<file path="src/rtl/branch_resolve_unit_pkg.sv">
// rtl/branch_resolve_unit_pkg.sv - shared constants and types for the branch resolve unit
// Purpose: branch opcode, func3 condition codes, 2-bit history counter type,
//          its reset value and the saturating counter update helper.
package branch_resolve_unit_pkg;

  localparam logic [6:0] OPC_BRANCH = 7'b1100011;

  typedef enum logic [2:0] {
    F3_BEQ  = 3'b000,
    F3_BNE  = 3'b001,
    F3_BLT  = 3'b100,
    F3_BGE  = 3'b101,
    F3_BLTU = 3'b110,
    F3_BGEU = 3'b111
  } br_func3_e;

  typedef logic [1:0] bht_ctr_t;

  // Weakly not-taken.
  localparam bht_ctr_t BHT_CTR_RESET = 2'b01;

  // Saturating 2-bit counter step: up on taken, down on not-taken.
  function automatic bht_ctr_t bht_ctr_next(input bht_ctr_t ctr, input logic taken);
    bht_ctr_t nxt;
    if (taken) begin
      nxt = (ctr == 2'b11) ? ctr : ctr + 2'b01;
    end else begin
      nxt = (ctr == 2'b00) ? ctr : ctr - 2'b01;
    end
    return nxt;
  endfunction

endpackage

</file>
<file path="src/rtl/bht_2bit.sv">
// rtl/bht_2bit.sv - array of 2-bit branch history counters
// Purpose: one asynchronous read port for prediction lookup and one write
//          port that steps the addressed counter toward taken/not-taken.
// Ports:
//   clk, rst          clock, asynchronous active-high reset (all entries -> 01)
//   rd_idx / rd_ctr   lookup index and current counter value (combinational)
//   wr_en, wr_idx     update strobe and index
//   wr_taken          resolved direction applied to the counter at wr_idx
module bht_2bit
  import branch_resolve_unit_pkg::*;
#(
  parameter int ENTRIES = 64,
  parameter int IDX_W   = $clog2(ENTRIES)
) (
  input  logic             clk,
  input  logic             rst,
  input  logic [IDX_W-1:0] rd_idx,
  output bht_ctr_t         rd_ctr,
  input  logic             wr_en,
  input  logic [IDX_W-1:0] wr_idx,
  input  logic             wr_taken
);

  bht_ctr_t mem [ENTRIES];

  // The read port sees the stored value, so a same-index lookup in the
  // update cycle returns the pre-update counter.
  assign rd_ctr = mem[rd_idx];

  always_ff @(posedge clk or posedge rst) begin
    if (rst) begin
      for (int i = 0; i < ENTRIES; i++) begin
        mem[i] <= BHT_CTR_RESET;
      end
    end else if (wr_en) begin
      mem[wr_idx] <= bht_ctr_next(mem[wr_idx], wr_taken);
    end
  end

endmodule

</file>
<file path="src/rtl/branch_resolve_unit.sv">
// rtl/branch_resolve_unit.sv - conditional branch resolution with 2-bit BHT prediction
// Purpose: evaluates branch conditions, computes target and next PC, flags
//          mispredicts and illegal encodings one cycle after the request,
//          trains a 2-bit history table and keeps saturating statistics.
// Ports:
//   clk, rst                     clock, asynchronous active-high reset
//   lookup_pc / lookup_taken     fetch-stage prediction lookup (combinational)
//   in_valid, in_opcode, in_func3, in_rs1, in_rs2, in_pc, in_imm, in_pred_taken
//                                resolve request
//   flush                        kills the request presented this cycle
//   out_valid, out_taken, out_mispredict, out_illegal, out_target, out_redirect_pc
//                                registered resolution result
//   stat_branches, stat_mispredicts  saturating event counters
module branch_resolve_unit
  import branch_resolve_unit_pkg::*;
#(
  parameter int XLEN        = 32,
  parameter int BHT_ENTRIES = 64,
  parameter int STAT_W      = 32
) (
  input  logic              clk,
  input  logic              rst,
  input  logic [XLEN-1:0]   lookup_pc,
  output logic              lookup_taken,
  input  logic              in_valid,
  input  logic [6:0]        in_opcode,
  input  logic [2:0]        in_func3,
  input  logic [XLEN-1:0]   in_rs1,
  input  logic [XLEN-1:0]   in_rs2,
  input  logic [XLEN-1:0]   in_pc,
  input  logic [XLEN-1:0]   in_imm,
  input  logic              in_pred_taken,
  input  logic              flush,
  output logic              out_valid,
  output logic              out_taken,
  output logic              out_mispredict,
  output logic              out_illegal,
  output logic [XLEN-1:0]   out_target,
  output logic [XLEN-1:0]   out_redirect_pc,
  output logic [STAT_W-1:0] stat_branches,
  output logic [STAT_W-1:0] stat_mispredicts
);

  localparam int IDX_W = $clog2(BHT_ENTRIES);

  logic             req_live;
  logic             is_branch;
  logic             is_illegal;
  logic             is_legal;
  logic             cond;
  logic             taken;
  logic             mispredict;
  logic             do_update;
  logic [XLEN-1:0]  target;
  logic [XLEN-1:0]  redirect_pc;
  bht_ctr_t         lookup_ctr;
  logic             unused_pc_bits;

  // Only the word-index slice of the PCs feeds the table.
  assign unused_pc_bits = ^{lookup_pc, in_pc};

  bht_2bit #(
    .ENTRIES (BHT_ENTRIES),
    .IDX_W   (IDX_W)
  ) u_bht (
    .clk      (clk),
    .rst      (rst),
    .rd_idx   (lookup_pc[IDX_W+1:2]),
    .rd_ctr   (lookup_ctr),
    .wr_en    (do_update),
    .wr_idx   (in_pc[IDX_W+1:2]),
    .wr_taken (taken)
  );

  assign lookup_taken = !rst && lookup_ctr[1];

  // Full-width relational compares rather than subtract-and-flag.
  always_comb begin
    cond = 1'b0;
    case (in_func3)
      F3_BEQ:  cond = (in_rs1 == in_rs2);
      F3_BNE:  cond = (in_rs1 != in_rs2);
      F3_BLT:  cond = ($signed(in_rs1) <  $signed(in_rs2));
      F3_BGE:  cond = ($signed(in_rs1) >= $signed(in_rs2));
      F3_BLTU: cond = (in_rs1 <  in_rs2);
      F3_BGEU: cond = (in_rs1 >= in_rs2);
      default: cond = 1'b0;
    endcase
  end

  assign req_live    = in_valid && !flush;
  assign is_branch   = in_valid && (in_opcode == OPC_BRANCH);
  assign is_illegal  = is_branch && (in_func3[2:1] == 2'b01);
  assign is_legal    = is_branch && !is_illegal;
  assign taken       = is_legal && cond;
  assign mispredict  = is_legal && (taken ^ in_pred_taken);
  assign target      = in_pc + in_imm;
  assign redirect_pc = taken ? target : in_pc + XLEN'(4);
  assign do_update   = is_legal && !flush;

  always_ff @(posedge clk or posedge rst) begin
    if (rst) begin
      out_valid        <= 1'b0;
      out_taken        <= 1'b0;
      out_mispredict   <= 1'b0;
      out_illegal      <= 1'b0;
      out_target       <= '0;
      out_redirect_pc  <= '0;
      stat_branches    <= '0;
      stat_mispredicts <= '0;
    end else begin
      out_valid      <= req_live;
      out_taken      <= req_live && taken;
      out_mispredict <= req_live && mispredict;
      out_illegal    <= req_live && is_illegal;
      // Non-branch requests report zero addresses.
      if (req_live && is_branch) begin
        out_target      <= target;
        out_redirect_pc <= redirect_pc;
      end else begin
        out_target      <= '0;
        out_redirect_pc <= '0;
      end
      if (do_update && !(&stat_branches)) begin
        stat_branches <= stat_branches + STAT_W'(1);
      end
      if (do_update && mispredict && !(&stat_mispredicts)) begin
        stat_mispredicts <= stat_mispredicts + STAT_W'(1);
      end
    end
  end

endmodule

</file>
<file path="config.mk">
export PLATFORM = sky130hd
export DESIGN_NAME = branch_resolve_unit
export DESIGN_NICKNAME = d
export VERILOG_FILES = /design/src/rtl/branch_resolve_unit_pkg.sv /design/src/rtl/bht_2bit.sv /design/src/rtl/branch_resolve_unit.sv
export SDC_FILE = /design/constraint.sdc
export NUM_CORES = 1
export LEC_CHECK = 0
export ABC_AREA = 1
export ABC_CLOCK_PERIOD_IN_PS = 19400
export BUFFER_PORTS_ARGS = -buffer_cell sky130_fd_sc_hd__clkbuf_2
export CAP_MARGIN = 20
export CORE_MARGIN = 2
export CORE_UTILIZATION = 37
export CTS_BUF_LIST = sky130_fd_sc_hd__clkbuf_8
export CTS_CLUSTER_DIAMETER = 50
export DETAILED_ROUTE_END_ITERATION = 7
export PLACE_DENSITY = 0.64
export REMOVE_ABC_BUFFERS = 1
export SYNTH_ARGS = -nofsm -noshare
export SYNTH_HDL_FRONTEND = slang
export SYNTH_SLANG_ARGS = --single-unit
</file>
<file path="constraint.sdc">
create_clock -name clk -period 19.4 [get_ports clk]
set_clock_uncertainty 0.2 [all_clocks]
set_input_delay 1.94 -clock clk [delete_from_list [all_inputs] [get_ports clk]]
set_output_delay 1.94 -clock clk [all_outputs]
set_load 0.01 [all_outputs]
</file>
==> metrics.cfg <==
[global_routing]
grt_max_degree = 137
grt_antenna_before_repair = 1
grt_pass1_wl_um = 85600
grt_pass1_vias = 16200
track_usage = 0.240
gr-total-overflow = 0

[final_layout]
finalNetCount = 2767
drive_gt1_frac = 0.187
fillers = 4439
syn_to_final_growth_pct = 19.5

[synthesis]
synth_edf_count = 0
netlist_area_mm2 = 0.0162
syn-instance-count = 2239
yosysTopAreaCell = dfrtp_1
synthDistinctLibCells = 48
async_flop_share = 1.00
yosys_warnings = 0
ys.flop_type = dfrtp_1
avgSynthCellArea_um2 = 7.23
synth_area_leaders = dfrtp_1 (30%), nand2_1 (18%), dfstp_2 (10%)
ys_seq_area_frac = 0.407
synth_seq_cells = 260
yosysTopAreaCellShare = 0.303

[timing]
min_period_ns = 6.81
setup-violations-final = 0
timing.hold.ws_ns = 0.265
hold_viol_final = 0
min_period_over_period = 0.351
rsz0062_at_grt = false
max_slew_margin = 0.287
fin_tns_setup_ns = 0
fmax_mhz = 147
tightest_slew_ns = 1.07
drv_slew = 0

[cts]
post-cts-setup-buffers = 0
cts_hold_buf = 0
h-tree-depth = 2
clkLatencyLatePin_ns = 0.63
cts.sinks = 260
clk_pin_slew_worst_paths_ns = 0.06
cts_tree = built
clockRootBuffer = clkbuf_8
clockBufferDepth = 3
cts_resized = 0
cts_made_buffers = 50

[power]
p_clk_frac = 0.467
p_sw_w = 0.000363
ir_worst_vdd_mv = 0.0468
swShare = 0.276
seq_power_share = 0.414
p_int_w = 0.000952
power-per-cell-area_mw_per_mm2 = 68.0
pwr-share-comb = 0.118
p_leak_nw = 9.88

[setup_path]
critPathLaunchType = primary input
cpMaxStageDelayCell = inv_1
r2r_end = stat_mispredicts[3]$_DFFE_PP0P_
critPathMaxStageDelay_ns = 0.94
cp.arrival_ns = 4.67
crit_path_end_kind = primary output
r2r_start = stat_mispredicts[0]$_DFFE_PP0P_
regToRegSetupSlack_ns = 16.08
path_cells = clkbuf_2 > inv_1 > nor2_1 > nor2_1 > a21oi_1 > a21oi_1 > o21ai_0 > a221o_1 > a21oi_1 > clkbuf_2
crit_top_cell = a21oi_1
crit_type = in -> out
reg2regPathDepth = 14
cp_data_required_time_ns = 17.26
crit_fanout = 36

[drt]
drc = 0
via_per_inst = 5.19
drt-pass1-iter-count = 6
antenna_left = 0
first_iter_violations = 1368
wl_per_cell_um = 17.2
wirelength_um = 54000
vias = 16400

[placed_design]
gp_congestion = 0.905
port_buffers = 281
hpwl_um = 38800

[floorplan]
core_area_mm2 = 0.0432
fp.dieH_um = 213
row_count = 76
pin_count = 308
chipWidth_um = 213
start_util = 0.375
dieArea_mm2 = 0.0454

[min_path]
hold-path-cell-count = 2
hold_end = u_bht.mem[120]$_DFFE_PP1P_
hold_class = reg -> reg
hp-start = u_bht.mem[120]$_DFFE_PP1P_

[run_status]
status = completed

[run]
cap_violations = 0

routing by layer:
layer,GRT usage,part of all wire
met1,0.314,0.42
met2,0.381,0.46
met3,0.0496,0.077
met4,0.110,0.040
met5,0,0.00024
registers in the layout, indices dropped and copies added (netlist names):
name and cells:
out_illegal 1, out_mispredict 1, out_redirect_pc 32, out_taken 1
out_target 32, out_valid 1, stat_branches 32, stat_mispredicts 32
u_bht.mem 128
worst max-delay path: cells and delay by family:
kind,cells,cell delay (ns)
AO/OA/AOI/OAI,5,0.95
buffers and inverters,3,1.56
AND/OR/NAND/NOR,2,0.21
synth_stat cells, types with 12 or more instances:
| master | n |
|---|---|
| nand3_1 | 82 |
| ha_1 | 66 |
| nor3_1 | 107 |
| inv_1 | 279 |
| xnor2_1 | 39 |
| nand4_1 | 52 |
| inv_2 | 12 |
| nor2_1 | 171 |
| nor4_1 | 14 |
| xor2_1 | 43 |
| nand2_1 | 756 |
| clkbuf_1 | 34 |
| buf_2 | 22 |
| dfrtp_1 | 196 |
| o21ai_0 | 85 |
| dfstp_2 | 64 |
| a22oi_1 | 20 |
| a21oi_1 | 85 |
| a221oi_1 | 13 |
area by class of cell:
cell class / instances / area (um^2) / area share
repair buffers: 293 / 1500 / 0.0777
diodes: 1 / 2.50 / 0.000129
flip-flops and latches: 260 / 6590 / 0.340
multi-input cells: 1623 / 8250 / 0.427
well taps: 585 / 732 / 0.0378
clock buffers: 69 / 950 / 0.0491
inverters: 297 / 1120 / 0.0580
clock inverters: 22 / 194 / 0.0100
per-stage QoR:
step	utilization	area, um^2	setup slack, ns	power, W	std cells
CTS	0.448	19300	12.69	0.00133	3148
global route	0.448	19300	12.35	0.00137	3149
global placement	0.421	18200	12.67	0.000706	3057
finish	0.448	19300	12.59	0.00131	3150
floorplan	-	15900	10.21	0.000648	2180
detailed placement	0.421	18200	12.70	0.000708	3057
worst max path at each step:
stage / from / end / slack [ns] / cells after the start
after floorplan: rst / out_illegal$_DFF_PP0_ / 10.21 / 1
after global placement: lookup_pc[2] / lookup_taken / 12.67 / 10
after detailed placement: lookup_pc[2] / lookup_taken / 12.70 / 10
after CTS: lookup_pc[2] / lookup_taken / 12.69 / 10
after global routing: lookup_pc[2] / lookup_taken / 12.35 / 10
final: lookup_pc[2] / lookup_taken / 12.59 / 10
cells by family after synthesis:
| family | count (synthesis) | synth area share |
|---|---|---|
| flip-flops | 260 | 0.407 |
| adder cells (fa/ha/maj) | 67 | 0.0522 |
| buffers and inverters | 356 | 0.0842 |
| XOR/XNOR | 82 | 0.0444 |
| AND/OR/NAND/NOR | 1214 | 0.317 |
| AO/OA/AOI/OAI | 260 | 0.0958 |
layout by cell type (no fill, tap or decap), types with 3 or more instances in the layout:
cell type / instances
clkbuf_8: 69
a31oi_1: 9
nand4_1: 52
nand3_1: 82
o221ai_1: 9
o22ai_1: 3
nand3b_1: 5
a22oi_1: 20
dfstp_2: 64
a21oi_1: 85
buf_4: 11
inv_1: 285
nor2_1: 170
o21ai_1: 5
nor3_2: 9
nand3_2: 4
clkbuf_2: 281
a221oi_1: 13
o21bai_1: 4
clkinv_2: 5
nand2_1: 755
a211oi_1: 11
nor3_1: 106
o2111ai_1: 4
clkinv_1: 6
o21a_1: 4
ha_1: 66
dfrtp_1: 196
xor2_1: 43
nor4_1: 14
clkinvlp_4: 5
o21ai_0: 85
inv_2: 13
xnor2_1: 39
and3_1: 3
bufinv_16: 3
power by group through the flow:
| stage | sequential [W] | combinational (W) | clock [W] |
|---|---|---|---|
| after floorplan | 0.000554 | 0.0000935 | 0 |
| after global placement | 0.000554 | 0.000152 | 0 |
| after detailed placement | 0.000554 | 0.000154 | 0 |
| after CTS | 0.000545 | 0.000155 | 0.000629 |
| after global routing | 0.000544 | 0.000174 | 0.000655 |
| final | 0.000545 | 0.000156 | 0.000614 |
(Power assumes the default switching activity.)
